--- config.mk ---
export PLATFORM = sky130hd
export DESIGN_NAME = uart_tx_cfg
export DESIGN_NICKNAME = d
export VERILOG_FILES = /design/src/rtl/uart_pkg.sv /design/src/rtl/uart_baud_tick.sv /design/src/rtl/uart_tx_cfg.sv
export SDC_FILE = /design/constraint.sdc
export NUM_CORES = 1
export LEC_CHECK = 0
export BUFFER_PORTS_ARGS = -buffer_cell sky130_fd_sc_hd__buf_2
export CORE_MARGIN = 5
export CORE_UTILIZATION = 50
export DETAILED_ROUTE_END_ITERATION = 8
export HOLD_SLACK_MARGIN = 0.1
export MAX_ROUTING_LAYER = met4
export PLACE_DENSITY = 0.78
export SLEW_MARGIN = 40
export SYNTH_ARGS = -nofsm -noshare
export SYNTH_HDL_FRONTEND = slang
export SYNTH_HIERARCHICAL = 1
export SYNTH_SLANG_ARGS = --single-unit
--- constraint.sdc ---
create_clock -name clk -period 3.2 [get_ports clk]
set_input_delay 0.16 -clock clk [delete_from_list [all_inputs] [get_ports clk]]
set_output_delay 0.16 -clock clk [all_outputs]
set_load 0.1 [all_outputs]
--- src/rtl/uart_pkg.sv ---
`default_nettype none
// ============================================================================
// Module   : uart_pkg
// Brief    : Shared types and helpers for the configurable UART transmitter.
// Revision : 1.0 - initial release
// ============================================================================
package uart_pkg;

  typedef enum logic [2:0] {
    IDLE   = 3'd0,
    START  = 3'd1,
    DATA   = 3'd2,
    PARITY = 3'd3,
    STOP   = 3'd4
  } uart_state_t;

  localparam int MIN_DATA_BITS = 5;

  function automatic logic [31:0] eff_div(input logic [31:0] cfg_div,
                                          input logic [31:0] clks_per_bit);
    return (cfg_div == 32'd0) ? clks_per_bit : cfg_div;
  endfunction

  // Even parity of the low nbits of data, flipped when odd sense is requested.
  function automatic logic calc_parity(input logic [15:0] data,
                                       input logic [3:0]  nbits,
                                       input logic        odd);
    logic p;
    p = odd;
    for (int i = 0; i < 16; i++) begin
      if (i < int'(nbits)) p = p ^ data[i];
    end
    return p;
  endfunction

endpackage
`default_nettype wire

--- src/rtl/uart_baud_tick.sv ---
`default_nettype none
// ============================================================================
// Module   : uart_baud_tick
// Brief    : Bit-period down-counter; bit_tick marks the last clock of a bit.
// Revision : 1.0 - initial release
// ============================================================================
module uart_baud_tick #(
  parameter int DIV_W = 16
) (
  input  logic             clk,
  input  logic             rst_n,
  input  logic             load,
  input  logic [DIV_W-1:0] load_div,
  input  logic             active,
  input  logic [DIV_W-1:0] reload_div,
  output logic             bit_tick
);

  localparam logic [DIV_W-1:0] C_ONE = DIV_W'(1);

  logic [DIV_W-1:0] r_cnt;

  assign bit_tick = active && (r_cnt == '0);

  always_ff @(posedge clk or negedge rst_n) begin
    if (!rst_n) begin
      r_cnt <= '0;
    end else if (load) begin
      r_cnt <= load_div - C_ONE;
    end else if (bit_tick) begin
      r_cnt <= reload_div - C_ONE;
    end else if (active) begin
      r_cnt <= r_cnt - C_ONE;
    end
  end

endmodule
`default_nettype wire

--- src/rtl/uart_tx_cfg.sv ---
`default_nettype none
// ============================================================================
// Module   : uart_tx_cfg
// Brief    : Runtime-configurable UART transmitter (5..MAX_DATA_BITS, parity,
//            1/2 stop bits, runtime divisor). Define UART_TX_CTS_EN to add a
//            synchronised active-low cts_n flow-control input.
// Revision : 1.0 - initial release
// ============================================================================
module uart_tx_cfg
  import uart_pkg::*;
#(
  parameter int CLOCK_FREQ    = 50000000,
  parameter int BAUD_RATE     = 9600,
  parameter int MAX_DATA_BITS = 9,
  parameter int DIV_W         = 16
) (
  input  logic                     clk,
  input  logic                     rst_n,
`ifdef UART_TX_CTS_EN
  input  logic                     cts_n,
`endif
  input  logic                     s_valid,
  output logic                     s_ready,
  input  logic [MAX_DATA_BITS-1:0] s_data,
  input  logic [3:0]               cfg_data_bits,
  input  logic                     cfg_parity_en,
  input  logic                     cfg_parity_odd,
  input  logic                     cfg_stop2,
  input  logic [DIV_W-1:0]         cfg_div,
  output logic                     tx,
  output logic                     busy,
  output logic                     tx_done
);

  localparam int         CLKS_PER_BIT = CLOCK_FREQ / BAUD_RATE;
  localparam logic [3:0] C_MIN_BITS   = 4'(MIN_DATA_BITS);
  localparam logic [3:0] C_MAX_BITS   = 4'(MAX_DATA_BITS);

  uart_state_t              r_state;
  uart_state_t              w_next;
  logic [MAX_DATA_BITS-1:0] r_shift;
  logic [3:0]               r_nbits;
  logic [3:0]               r_bit_idx;
  logic                     r_par_en;
  logic                     r_par;
  logic                     r_stop2;
  logic                     r_done;
  logic [DIV_W-1:0]         r_div;
  logic [DIV_W-1:0]         w_div_eff;
  logic [3:0]               w_nbits;
  logic                     w_accept;
  logic                     w_tick;
  logic                     w_last_data;
  logic                     w_last_stop;
  logic                     w_clear;

`ifdef UART_TX_CTS_EN
  logic r_cts_meta;
  logic r_cts_sync;

  // Synchroniser resets to "not clear" so nothing is sent before cts_n is seen.
  always_ff @(posedge clk or negedge rst_n) begin
    if (!rst_n) begin
      r_cts_meta <= 1'b1;
      r_cts_sync <= 1'b1;
    end else begin
      r_cts_meta <= cts_n;
      r_cts_sync <= r_cts_meta;
    end
  end

  assign w_clear = !r_cts_sync;
`else
  assign w_clear = 1'b1;
`endif

  assign w_nbits = (cfg_data_bits < C_MIN_BITS) ? C_MIN_BITS :
                   (cfg_data_bits > C_MAX_BITS) ? C_MAX_BITS : cfg_data_bits;
  assign w_div_eff   = DIV_W'(eff_div(32'(cfg_div), 32'(CLKS_PER_BIT)));
  assign w_accept    = s_valid && s_ready;
  assign w_last_data = (r_bit_idx == (r_nbits - 4'd1));
  assign w_last_stop = (r_bit_idx == {3'b000, r_stop2});
  assign busy        = (r_state != IDLE);
  assign tx_done     = r_done;

  uart_baud_tick #(
    .DIV_W (DIV_W)
  ) u_baud_tick (
    .clk        (clk),
    .rst_n      (rst_n),
    .load       (w_accept),
    .load_div   (w_div_eff),
    .active     (busy),
    .reload_div (r_div),
    .bit_tick   (w_tick)
  );

  always_ff @(posedge clk or negedge rst_n) begin
    if (!rst_n) begin
      r_state <= IDLE;
    end else begin
      r_state <= w_next;
    end
  end

  always_comb begin
    w_next  = r_state;
    s_ready = 1'b0;
    tx      = 1'b1;
    case (r_state)
      IDLE: begin
        s_ready = w_clear;
        if (s_valid && w_clear) w_next = START;
      end
      START: begin
        tx = 1'b0;
        if (w_tick) w_next = DATA;
      end
      DATA: begin
        tx = r_shift[0];
        if (w_tick && w_last_data) w_next = r_par_en ? PARITY : STOP;
      end
      PARITY: begin
        tx = r_par;
        if (w_tick) w_next = STOP;
      end
      STOP: begin
        if (w_tick && w_last_stop) w_next = IDLE;
      end
      default: w_next = IDLE;
    endcase
  end

  // Frame configuration is captured on accept so later cfg changes wait a frame.
  always_ff @(posedge clk or negedge rst_n) begin
    if (!rst_n) begin
      r_shift   <= '0;
      r_nbits   <= '0;
      r_bit_idx <= '0;
      r_par_en  <= 1'b0;
      r_par     <= 1'b0;
      r_stop2   <= 1'b0;
      r_div     <= '0;
      r_done    <= 1'b0;
    end else begin
      r_done <= (r_state == STOP) && w_tick && w_last_stop;
      if (w_accept) begin
        r_shift   <= s_data;
        r_nbits   <= w_nbits;
        r_bit_idx <= '0;
        r_par_en  <= cfg_parity_en;
        r_par     <= calc_parity(16'(s_data), w_nbits, cfg_parity_odd);
        r_stop2   <= cfg_stop2;
        r_div     <= w_div_eff;
      end else if (w_tick) begin
        if (r_state == DATA) begin
          r_shift   <= r_shift >> 1;
          r_bit_idx <= w_last_data ? 4'd0 : r_bit_idx + 4'd1;
        end else if (r_state == STOP) begin
          r_bit_idx <= w_last_stop ? 4'd0 : r_bit_idx + 4'd1;
        end
      end
    end
  end

endmodule
`default_nettype wire

==> results.md <==
Synthesis:
- The Yosys step of the flow raised 6 warnings.
- When the netlist entered floorplanning its net count stood at 419.
- The leading area contributor after synthesis is dfrtp_1.
- The fraction of synthesis flops using an asynchronous set or reset pin is 1.00.
- The primary flip-flop cell chosen by synthesis mapping is dfrtp_1.
- The post-synthesis instance area is 3630 µm².
- Ranked by instance count, the synthesized netlist is headed by dfrtp_1, nand2_1, mux2_2.
- Yosys mapped a number of flops with a built-in enable equal to 0.
- The post-synthesis sequential element count is 56.
- The area fraction of the dominant cell type after synthesis is 0.386.
- In the post-synthesis netlist, the cell with the most instances is dfrtp_1.
- Of the synthesized area, sequential elements account for 0.386.
- Dividing the synthesized area by the synthesized cell count gives ~9.5 µm².
- The gate count of the mapped netlist is between 300 and 400.
- By area the synthesized netlist is led by dfrtp_1, mux2_2, xnor2_1.
- The count of different cell masters after synthesis is 60.

CTS:
- The buffer count from post-CTS setup fixing is 0.
- The clock edge transition at the registers on the reported setup and hold paths is 0.10 ns.
- The total clock buffers created by CTS is 5.
- The number of sinks on the clock net is 56.
- The clock latency on the worst-skew pair is 0.31 ns.
- The H-tree was split into 2 levels.
- Clock tree synthesis selected as its root buffer the cell clkbuf_8.
- The clock tree from TritonCTS is yes.
- The deepest clock path buffer count is 2.

Timing:
- The number of max-slew violations in the final report was 0.
- The number of setup violations in the final report is 0.
- Setup repair after global routing left no endpoint under its margin.
- Headroom to the max-slew limit came out at 0.471.
- At the pin with the least slew margin, the transition time is 0.793 ns.
- The fraction of the cycle the final worst path needs is 0.933.
- Between clock sinks in the finished design, the worst skew comes to roughly 0.0043 ns.
- The sum of negative setup slack is 0 ns.
- The minimum period implied by the final worst setup slack is 2.98 ns.
- For this run, the top clock speed supported by timing is between 300 and 400 MHz.
- The final-report hold violation count is 0.

Setup path:
- STA classifies the critical path endpoint as a flop.
- The type of the worst setup path is reg -> reg.
- At the worst endpoint, the arrival time is roughly 3.2 ns.
- The worst setup path is launched from a flop.
- The worst path required time is roughly 3.4 ns.
- The maximum net fanout on the critical path is 6.

Detailed routing:
- For this block, the routed nets add up to roughly 8.6 mm of wire.
- The number of antenna-violating nets in the routed design is 0.
- The post-detailed-route via-to-cell ratio is 5.99.
- The initial detailed-routing violation count is 296.
- After detailed routing, the average wire length per cell comes to 16.8 µm.
- Across all layers, the routed design uses 3,055 vias.
- The DRC violation count after routing is 0.
- Before antenna repair, the detailed router went through 5 iterations.

Placed design:
- The placed cell area is 3870 µm².
- The number of placed instances, taps included is between 400 and 500.
- The congestion estimate from routability-driven global placement came to around 0.97.
- The count of buffers added on input and output ports is 38.
- The post-detailed-placement half-perimeter wirelength is roughly 6.3 mm.

Floorplanning:
- The starting utilization of the core area is 0.506.
- The number of placed I/O pins is 39.
- The number of core rows is 31.
- The placeable core region is between 7000 and 8000 µm².
- The die covers 9070 µm².
- From left edge to right edge, the die measures 95.2 µm.
- The die is 95.2 µm tall.

Power:
- Dividing total power by cell area gives a power density of 838 nW/µm².
- The switching component of the power is 0.00148 W.
- The cell-internal power is 0.00186 W.
- Of the total power, the share spent switching nets is 0.444.
- The part of the total power dissipated in the clock network is 0.118.
- The combinational share of power is 0.491.
- In this run the static leakage power is about 1.6 nW.
- Of the total power, registers draw 0.391.
- The largest voltage drop on the vdd net is roughly 320 µV.

Global route:
- The first-pass GRT wire length is 14.6 mm.
- The met3 track utilization from global routing is 0.0395.
- The overall fraction of global-route tracks in use is 0.210.
- The total overflow left after global routing is 0.
- The number of global-route vias before repair was 2,950.
- The most utilized layer in the global route result is met2.
- For met1 alone, demand over resource in global routing was 0.280.
- Entering global routing, the biggest net connects 41 pins.
- The initial antenna violation count is 0.
- In the global route stage, met2 resource usage came out at 0.323.

Status:
- The run finished with clean final reports.

Cells and area:
- Once layout is complete, the cells apart from fillers number 510.
- The share of post-route cells with drive strength above 1 is 0.246.
- The count of inserted antenna diode cells is 0.
- The final design instance area without fill is 3990 µm².
- The net count of the finished layout is around 450.
- Counting the fill cells in the layout gives 629.
- The layout overhead on the synthesized area is 9.82%.
- For this run, the share of the core covered by cells in the final layout is 0.556.

Run:
- Across the run, the number of max-cap violations was 0.

Hold path:
- The tightest min-delay check is of the in -> reg type.
==> layout make-up <==
cell class | instances | area [µm²] | share of cell area
repair buffers | 50 | 300 | 0.0753
clock inverters | 2 | 16.3 | 0.00408
flip-flops and latches | 56 | 1400 | 0.351
clock buffers | 6 | 72.6 | 0.0182
multi-input cells | 287 | 2040 | 0.511
inverters | 10 | 37.5 | 0.00941
well taps | 99 | 124 | 0.0311
==> cell families after synthesis <==
family | Yosys count | synth area share
XOR/XNOR | 23 | 0.0613
adder cells (fa/ha/maj) | 3 | 0.0103
buffers and inverters | 38 | 0.0596
flip-flops | 56 | 0.386
AO/OA/AOI/OAI | 91 | 0.179
AND/OR/NAND/NOR | 132 | 0.189
multiplexers | 38 | 0.114
==> per-layer routing <==
layer	routed length [µm]	vias up
li1	-	1443
met3	624	22
met1	3780	1464
met5	0	-
met2	3940	126
met4	204	0
==> power groups by stage <==
| stage | Combinational, W | Sequential, W | Clock [W] |
|---|---|---|---|
| 2_1_floorplan | 0.00133 | 0.00122 | 0 |
| 3_3_place_gp | 0.00156 | 0.00130 | 0 |
| 3_5_place_dp | 0.00162 | 0.00131 | 0 |
| 4_1_cts | 0.00163 | 0.00130 | 0.000398 |
| 5_1_grt | 0.00182 | 0.00134 | 0.000428 |
| 6_report | 0.00164 | 0.00131 | 0.000394 |
==> repair_timing <==
| item | CTS | global route |
|---|---|---|
| resized for setup | 0 | 1 |
| endpoints found under the hold margin | 27 | 0 |
| setup endpoints to repair | 0 | 2 |
| hold buffers | 3 | 0 |
==> worst paths after layout <==
| kind | from | endpoint | slack [ns] | cells past startpoint |
|---|---|---|---|---|
| max reg2reg | r_state[2] | u_baud_tick/r_cnt[12] | 0.22 | 12 |
| max | r_state[2] | u_baud_tick/r_cnt[12] | 0.22 | 12 |
| min reg2reg | r_shift[3] | r_shift[3] | 0.49 | 2 |
| min | cfg_div[14] | r_div[14] | 0.11 | 2 |
| min in group asynchronous | rst_n | r_shift[3] | 0.36 | 2 |
| max in group asynchronous | rst_n | u_baud_tick/r_cnt[4] | 2.03 | 3 |
==> worst max-delay path, cell delays in order, from the launching register on <==
cell and delay (ns):
dfrtp_1 0.40, or3_4 0.42, nor4b_1 0.16, nand4_1 0.13, nor3_1 0.10, a211o_1 0.29, o21ai_0 0.08, ha_1 0.20
and2_1 0.15, o311a_1 0.24, nand2_2 0.12, o311a_1 0.40, a211oi_1 0.22
==> sequential cells by signal, indices dropped and copies added, names as in the netlist <==
name,cells
r_par_en,1
u_baud_tick/r_cnt,16
r_par,1
r_stop2,1
r_nbits,4
r_div,16
tx_done,1
r_shift,9
r_state,3
r_bit_idx,4
==> cell usage in the layout (no fill, tap or decap), types with 3 or more instances in the layout <==
cell type,count
a211o_1,4
a21oi_1,12
a22o_1,3
a311o_1,3
a31oi_1,8
a31oi_2,4
and2_1,3
buf_2,38
buf_4,8
clkbuf_8,5
dfrtp_1,56
dlygate4sd3_1,3
ha_1,3
inv_1,10
mux2_2,27
mux2i_1,10
nand2_1,38
nand2b_1,8
nand3_1,11
nand4_1,5
nor2_1,18
nor2b_1,4
nor3_1,13
nor4_1,11
nor4b_1,3
o21a_1,3
o21ai_0,19
o21ai_1,9
o31a_1,3
or2_2,4
or3_1,3
xnor2_1,19
==> per-stage QoR <==
step	worst slack (ns)	total power, W	hold slack, ns
3_3_place_gp	0.349	0.00286	0.180
6_report	0.216	0.00334	0.107
5_1_grt	0.0408	0.00359	0.105
2_1_floorplan	-0.0326	0.00255	-0.136
4_1_cts	0.228	0.00333	0.108
3_5_place_dp	0.264	0.00293	0.179
No activity file was read; power rests on OpenSTA's default activity.
